===== src/rtl/save_state_chunk.sv =====
// Save-state chunk endpoint: answers header queries, gathers elements from a local RAM
// for save and scatters elements into it for restore, one transaction per request.
module save_state_chunk #(
  parameter int WIDTH_CODE = 2,
  parameter int DEPTH      = 1024,
  parameter int RD_LATENCY = 1,
  localparam int DW = 8 << WIDTH_CODE,
  localparam int AW = $clog2(DEPTH)
) (
  input  logic          clk,
  input  logic          reset_n,
  input  logic          enable,
  input  logic          chunk_select,
  input  logic          query_req,
  input  logic [31:0]   chunk_address,
  input  logic          write_req,
  input  logic [63:0]   write_data,
  input  logic          read_req,
  output logic [63:0]   read_data,
  output logic          data_ack,
  output logic          busy,
  output logic [AW-1:0] mem_addr,
  output logic [DW-1:0] mem_wdata,
  output logic          mem_we,
  output logic          mem_re,
  input  logic [DW-1:0] mem_rdata,
  output logic [2:0]    state_dbg
);

  // Handshake: in IDLE a request is taken when enable & chunk_select & exactly one of
  // read_req/write_req is high; data_ack then pulses for one cycle, and no new request is
  // taken until the streamer drops its req or deselects this endpoint.
  typedef enum logic [2:0] {
    IDLE    = 3'd0,
    ACCESS  = 3'd1,
    WAIT    = 3'd2,
    ACK     = 3'd3,
    RELEASE = 3'd4
  } state_t;

  localparam logic [63:0] HEADER = {30'b0, 2'(WIDTH_CODE), 32'(DEPTH)};

  state_t     state, state_nx;
  logic       is_query, is_write, in_range;
  logic [3:0] wait_cnt;
  logic       start, abort, rd_wait, wait_done;
  logic       unused_wdata;

  assign start     = (state == IDLE) && enable && chunk_select && (read_req ^ write_req);
  assign abort     = !(chunk_select && (is_write ? write_req : read_req));
  assign rd_wait   = !is_query && !is_write && in_range;
  assign wait_done = (wait_cnt == 4'(RD_LATENCY - 1));

  assign mem_re    = (state == ACCESS) && rd_wait;
  assign mem_we    = (state == ACCESS) && !is_query && is_write && in_range;
  assign data_ack  = (state == ACK);
  assign busy      = (state != IDLE);
  assign state_dbg = state;

  // Upper element bits beyond DW carry nothing for this width.
  assign unused_wdata = ^(write_data >> DW);

  always_ff @(posedge clk or negedge reset_n) begin
    if (!reset_n) state <= IDLE;
    else          state <= state_nx;
  end

  always_comb begin
    state_nx = state;
    case (state)
      IDLE:    if (start) state_nx = ACCESS;
      ACCESS: begin
        if (abort)        state_nx = IDLE;
        else if (rd_wait) state_nx = WAIT;
        else              state_nx = ACK;
      end
      WAIT: begin
        if (abort)          state_nx = IDLE;
        else if (wait_done) state_nx = ACK;
      end
      ACK:     state_nx = RELEASE;
      RELEASE: if (!chunk_select || !(read_req || write_req)) state_nx = IDLE;
      default: state_nx = IDLE;
    endcase
  end

  always_ff @(posedge clk or negedge reset_n) begin
    if (!reset_n) begin
      is_query  <= 1'b0;
      is_write  <= 1'b0;
      in_range  <= 1'b0;
      wait_cnt  <= '0;
      mem_addr  <= '0;
      mem_wdata <= '0;
      read_data <= '0;
    end else begin
      if (start) begin
        is_query <= query_req;
        is_write <= write_req;
        in_range <= (chunk_address < 32'(DEPTH));
        if (!query_req) begin
          mem_addr  <= chunk_address[AW-1:0];
          mem_wdata <= write_data[DW-1:0];
        end
      end
      if (state == ACCESS)    wait_cnt <= '0;
      else if (state == WAIT) wait_cnt <= wait_cnt + 4'd1;
      // Aborted transactions leave read_data untouched; the RAM op itself still completes.
      if (state == ACCESS && !abort) begin
        if (is_query && !is_write)   read_data <= HEADER;
        else if (!is_query && !in_range) read_data <= '0;
      end
      if (state == WAIT && !abort && wait_done) read_data <= 64'(mem_rdata);
    end
  end

endmodule


===== config.mk =====
export PLATFORM = sky130hd
export DESIGN_NAME = save_state_chunk
export DESIGN_NICKNAME = d
export VERILOG_FILES = /design/src/rtl/save_state_chunk.sv
export SDC_FILE = /design/constraint.sdc
export NUM_CORES = 1
export LEC_CHECK = 0
export ABC_CLOCK_PERIOD_IN_PS = 2000
export CAP_MARGIN = 20
export CORE_MARGIN = 2
export CORE_UTILIZATION = 36
export DETAILED_ROUTE_END_ITERATION = 8
export PLACE_DENSITY_LB_ADDON = 0.15
export SLEW_MARGIN = 20
export SYNTH_ARGS = -nofsm -noshare
export SYNTH_HDL_FRONTEND = slang
export SYNTH_SLANG_ARGS = --single-unit

===== constraint.sdc =====
create_clock -name clk -period 2 [get_ports clk]
set_input_delay 0.4 -clock clk [delete_from_list [all_inputs] [get_ports clk]]
set_output_delay 0.4 -clock clk [all_outputs]
set_load 0.005 [all_outputs]

==> summary.txt <==
Routing
  • Wirelength per Cell: ~16 µm
  • Via density: 4.59
  • Met2 wire length: 4740 µm
  • TritonRoute pass-1 iters: 4
  • Wire length on met1: 3900 µm
  • DRC violations left: 0
  • Metal3 WL: 893 µm
  • Antenna Nets Post-Route: 0
  • Via Count: 2811
  • Initial DRC Count: 69
  • Top sig layer: met4
  • WL final: between 9000 and 10000 µm

Critical path
  • Worst EP arrival: approximately 2200 ps
  • Endpoint class of the critical path: flip-flop
  • Critical-path cell list: clkdlybuf4s50_1 > inv_1 > ha_4 > nand4_4 > nor3_4 > buf_12 > clkbuf_16 > mux2_2
  • CP max FO: 10
  • Critical path class: input pin to flip-flop
  • Slowest-stage cell, CP: clkdlybuf4s50_1
  • Max incr delay on CP: 480 ps
  • WP buf/inv: 4
  • Top delay family on crit path: buffers and inverters
  • CP Launch Type: input pin
  • Worst Path Required: 2240 ps

Pwr
  • Switching Share: 0.262
  • Peak supply drop: 0.000426 V
  • Pleak: approximately 2.6 nW
  • Sequential Power Share: 0.433
  • Power share of the clock group: 0.212
  • Tot Pwr: 5.92 mW
  • Internal Power: 4.37 mW
  • Comb pwr share: 0.355
  • Cell Pwr Density: 989 mW/mm²
  • Sw power: 1.55 mW

Yosys
  • Synthesized cell area: 0.00368 mm²
  • Top-area cell type share of the netlist area: 0.577
  • Syn_area_per_cell: 13.5 µm²
  • Synth cell types: 41
  • Synth area leaders: dfrtp_1 58%, mux2_2 12%, a22o_1 7.4%, buf_4 6.3%, mux2_1 2.1%
  • #FFs+latches synth: between 80 and 90
  • Sequential share of the synthesized area: 0.577
  • Most common flop cell mapped by yosys: dfrtp_1
  • Cell taking the most area after synthesis: dfrtp_1
  • Synth cell count leaders: 85 x dfrtp_1, 39 x mux2_2, 31 x a22o_1, 31 x buf_4, 8 x o21ai_0
  • Count leader, synth: dfrtp_1
  • Post-synthesis cell count: roughly 270
  • Async set-reset flop share out of synthesis: 1.00
  • Yosys warns: 0
  • EDFF count, synth: 0

STA
  • Layout Skew: 17.1 ps
  • Crit path time final: just under 2000 ps
  • Setup violators final: 0
  • Max-slew violations: 0
  • Final TNS setup: 0 ps
  • Period Utilization, post-route: 0.978
  • Fmax: slightly above 500 MHz
  • Final WS setup: roughly 44 ps
  • Hold Vio Cnt, Final: 0
  • Hold slack: 377 ps

Global route
  • Pin count of the biggest net entering global routing: 63
  • First-pass GRT wire length: 15000 µm
  • Initial antenna violation count: 0
  • Vias in the first global route: just over 3000
  • GR Overflow Total: 0
  • Total GRT Usage: 0.174

Clock network
  • Clk slew on worst S/H paths: 90 ps
  • Clock Latency Late Sink: 350 ps
  • Root buffer cell: clkbuf_8
  • Clock tree buffer depth: 2
  • CTS tree: done
  • Clock sink count: 85
  • Number of H-tree levels: 3
  • Total clock buffers created by CTS: 9

Finish
  • Fill cell count: 804
  • Post-layout util: 0.607
  • Layout area overhead: 62.6%
  • Ant diodes: 0
  • Design Area, Final: ~0.006 mm²
  • Share of cells above drive strength 1: 0.182
  • Non-filler instance count after layout: 612
  • Final #Nets: approximately 610

Floorplanning
  • Row count: 36
  • Die area: 0.0111 mm²
  • Die height: 105 µm
  • Io pins: 248
  • Core area: slightly below 0.01 mm²
  • Starting Density: 0.374
  • Die W: ~110 µm

Placed design
  • DP Cell Count: just under 600
  • Final HPWL DP: ~6900 µm
  • Placed inst area: 0.00563 mm²
  • IO buf count: 184
  • GPL Wtd Cong: 0.750
  • Pre-CTS worst setup slack: -395 ps

Min path
  • Min-delay worst type: input pin to flip-flop

Run
  • Max-cap violation count: 0

Run status
  • Outcome: finished, final reports clean
[metal layers]
layer | global-route usage | vias to the layer above
met5 | 0 | -
met4 | 0.0514 | 0
met3 | 0.0680 | 11
met2 | 0.291 | 150
met1 | 0.208 | 1329
li1 | - | 1321
[kinds of logic after synthesis]
logic type               count (synthesis)  share of synthesized area
AO/OA/AOI/OAI                           52                      0.110
XOR/XNOR                                 1                    0.00238
adder cells (fa/ha/maj)                  3                     0.0102
buffers and inverters                   52                     0.0971
flip-flops                              85                      0.577
multiplexers                            46                      0.141
other                                    1                    0.00102
AND/OR/NAND/NOR                         32                     0.0618
[power groups by stage]
stage | combinational [mW] | clock, mW | sequential, mW
detailed placement | 2.10 | 0 | 2.59
CTS | 2.12 | 1.29 | 2.57
finish | 2.10 | 1.26 | 2.56
floorplan | 0.646 | 0 | 2.62
global route | 2.26 | 1.38 | 2.65
global placement | 2.07 | 0 | 2.57
[what timing repair did]
item / in CTS / in global routing
endpoints found under the setup margin: 31 / 44
gates cloned: 1 / 2
hold endpoints to repair: 23 / 0
buffers inserted: 2 / 1
pin swaps: 2 / 0
gates resized for setup: 11 / 3
hold buffers: 1 / 0
[sequential cells by signal, summed over array words and instances (netlist names)]
signal / cells
read_data: 33
mem_wdata: 32
mem_addr: 10
wait_cnt: 4
state_dbg: 3
in_range: 1
is_query: 1
is_write: 1
[final cells by class]
cell class / instances / area, µm² / share of cell area
flip-flops and latches: 85 / 2130 / 0.355
repair buffers: 206 / 2130 / 0.355
multi-input cells: 165 / 1340 / 0.223
well taps: 133 / 166 / 0.0278
clock buffers: 10 / 138 / 0.0230
clock inverters: 6 / 68.8 / 0.0115
inverters: 7 / 27.5 / 0.00459
[layout by cell type (no fill, tap or decap), types with 2 or more instances in the layout]
cell type and count:
clkdlybuf4s50_1 178, dfrtp_1 84, mux2_2 39, a22o_1 31, conb_1 31, buf_4 14
clkbuf_8 10, o21ai_0 8, mux2_1 7, inv_1 6, nor4_1 6, a21oi_1 5
nor2_1 4, buf_12 4, dlygate4sd2_1 3, clkinv_2 2, nor3_4 2, nand2_1 2
nand4_1 2, nand3_1 2, a21o_1 2, nor3_1 2, ha_1 2, inv_6 2
buf_16 2, clkbuf_16 2
[worst paths after layout]
check	start	to	slack, ps	cells after the start
max	read_req	mem_wdata[14]$_DFFE_PN0P_	40	8
min	write_req	is_write$_DFFE_PN0P_	380	2
max reg2reg	state_dbg[0]$_DFFE_PN0P_	mem_wdata[14]$_DFFE_PN0P_	160	7
min reg2reg	mem_wdata[26]$_DFFE_PN0P_	mem_wdata[26]$_DFFE_PN0P_	500	1
max in group asynchronous	reset_n	state_dbg[1]$_DFFE_PN0P_	860	3
min in group asynchronous	reset_n	mem_wdata[26]$_DFFE_PN0P_	500	2
Note: power is estimated with default switching activity, not from simulation.
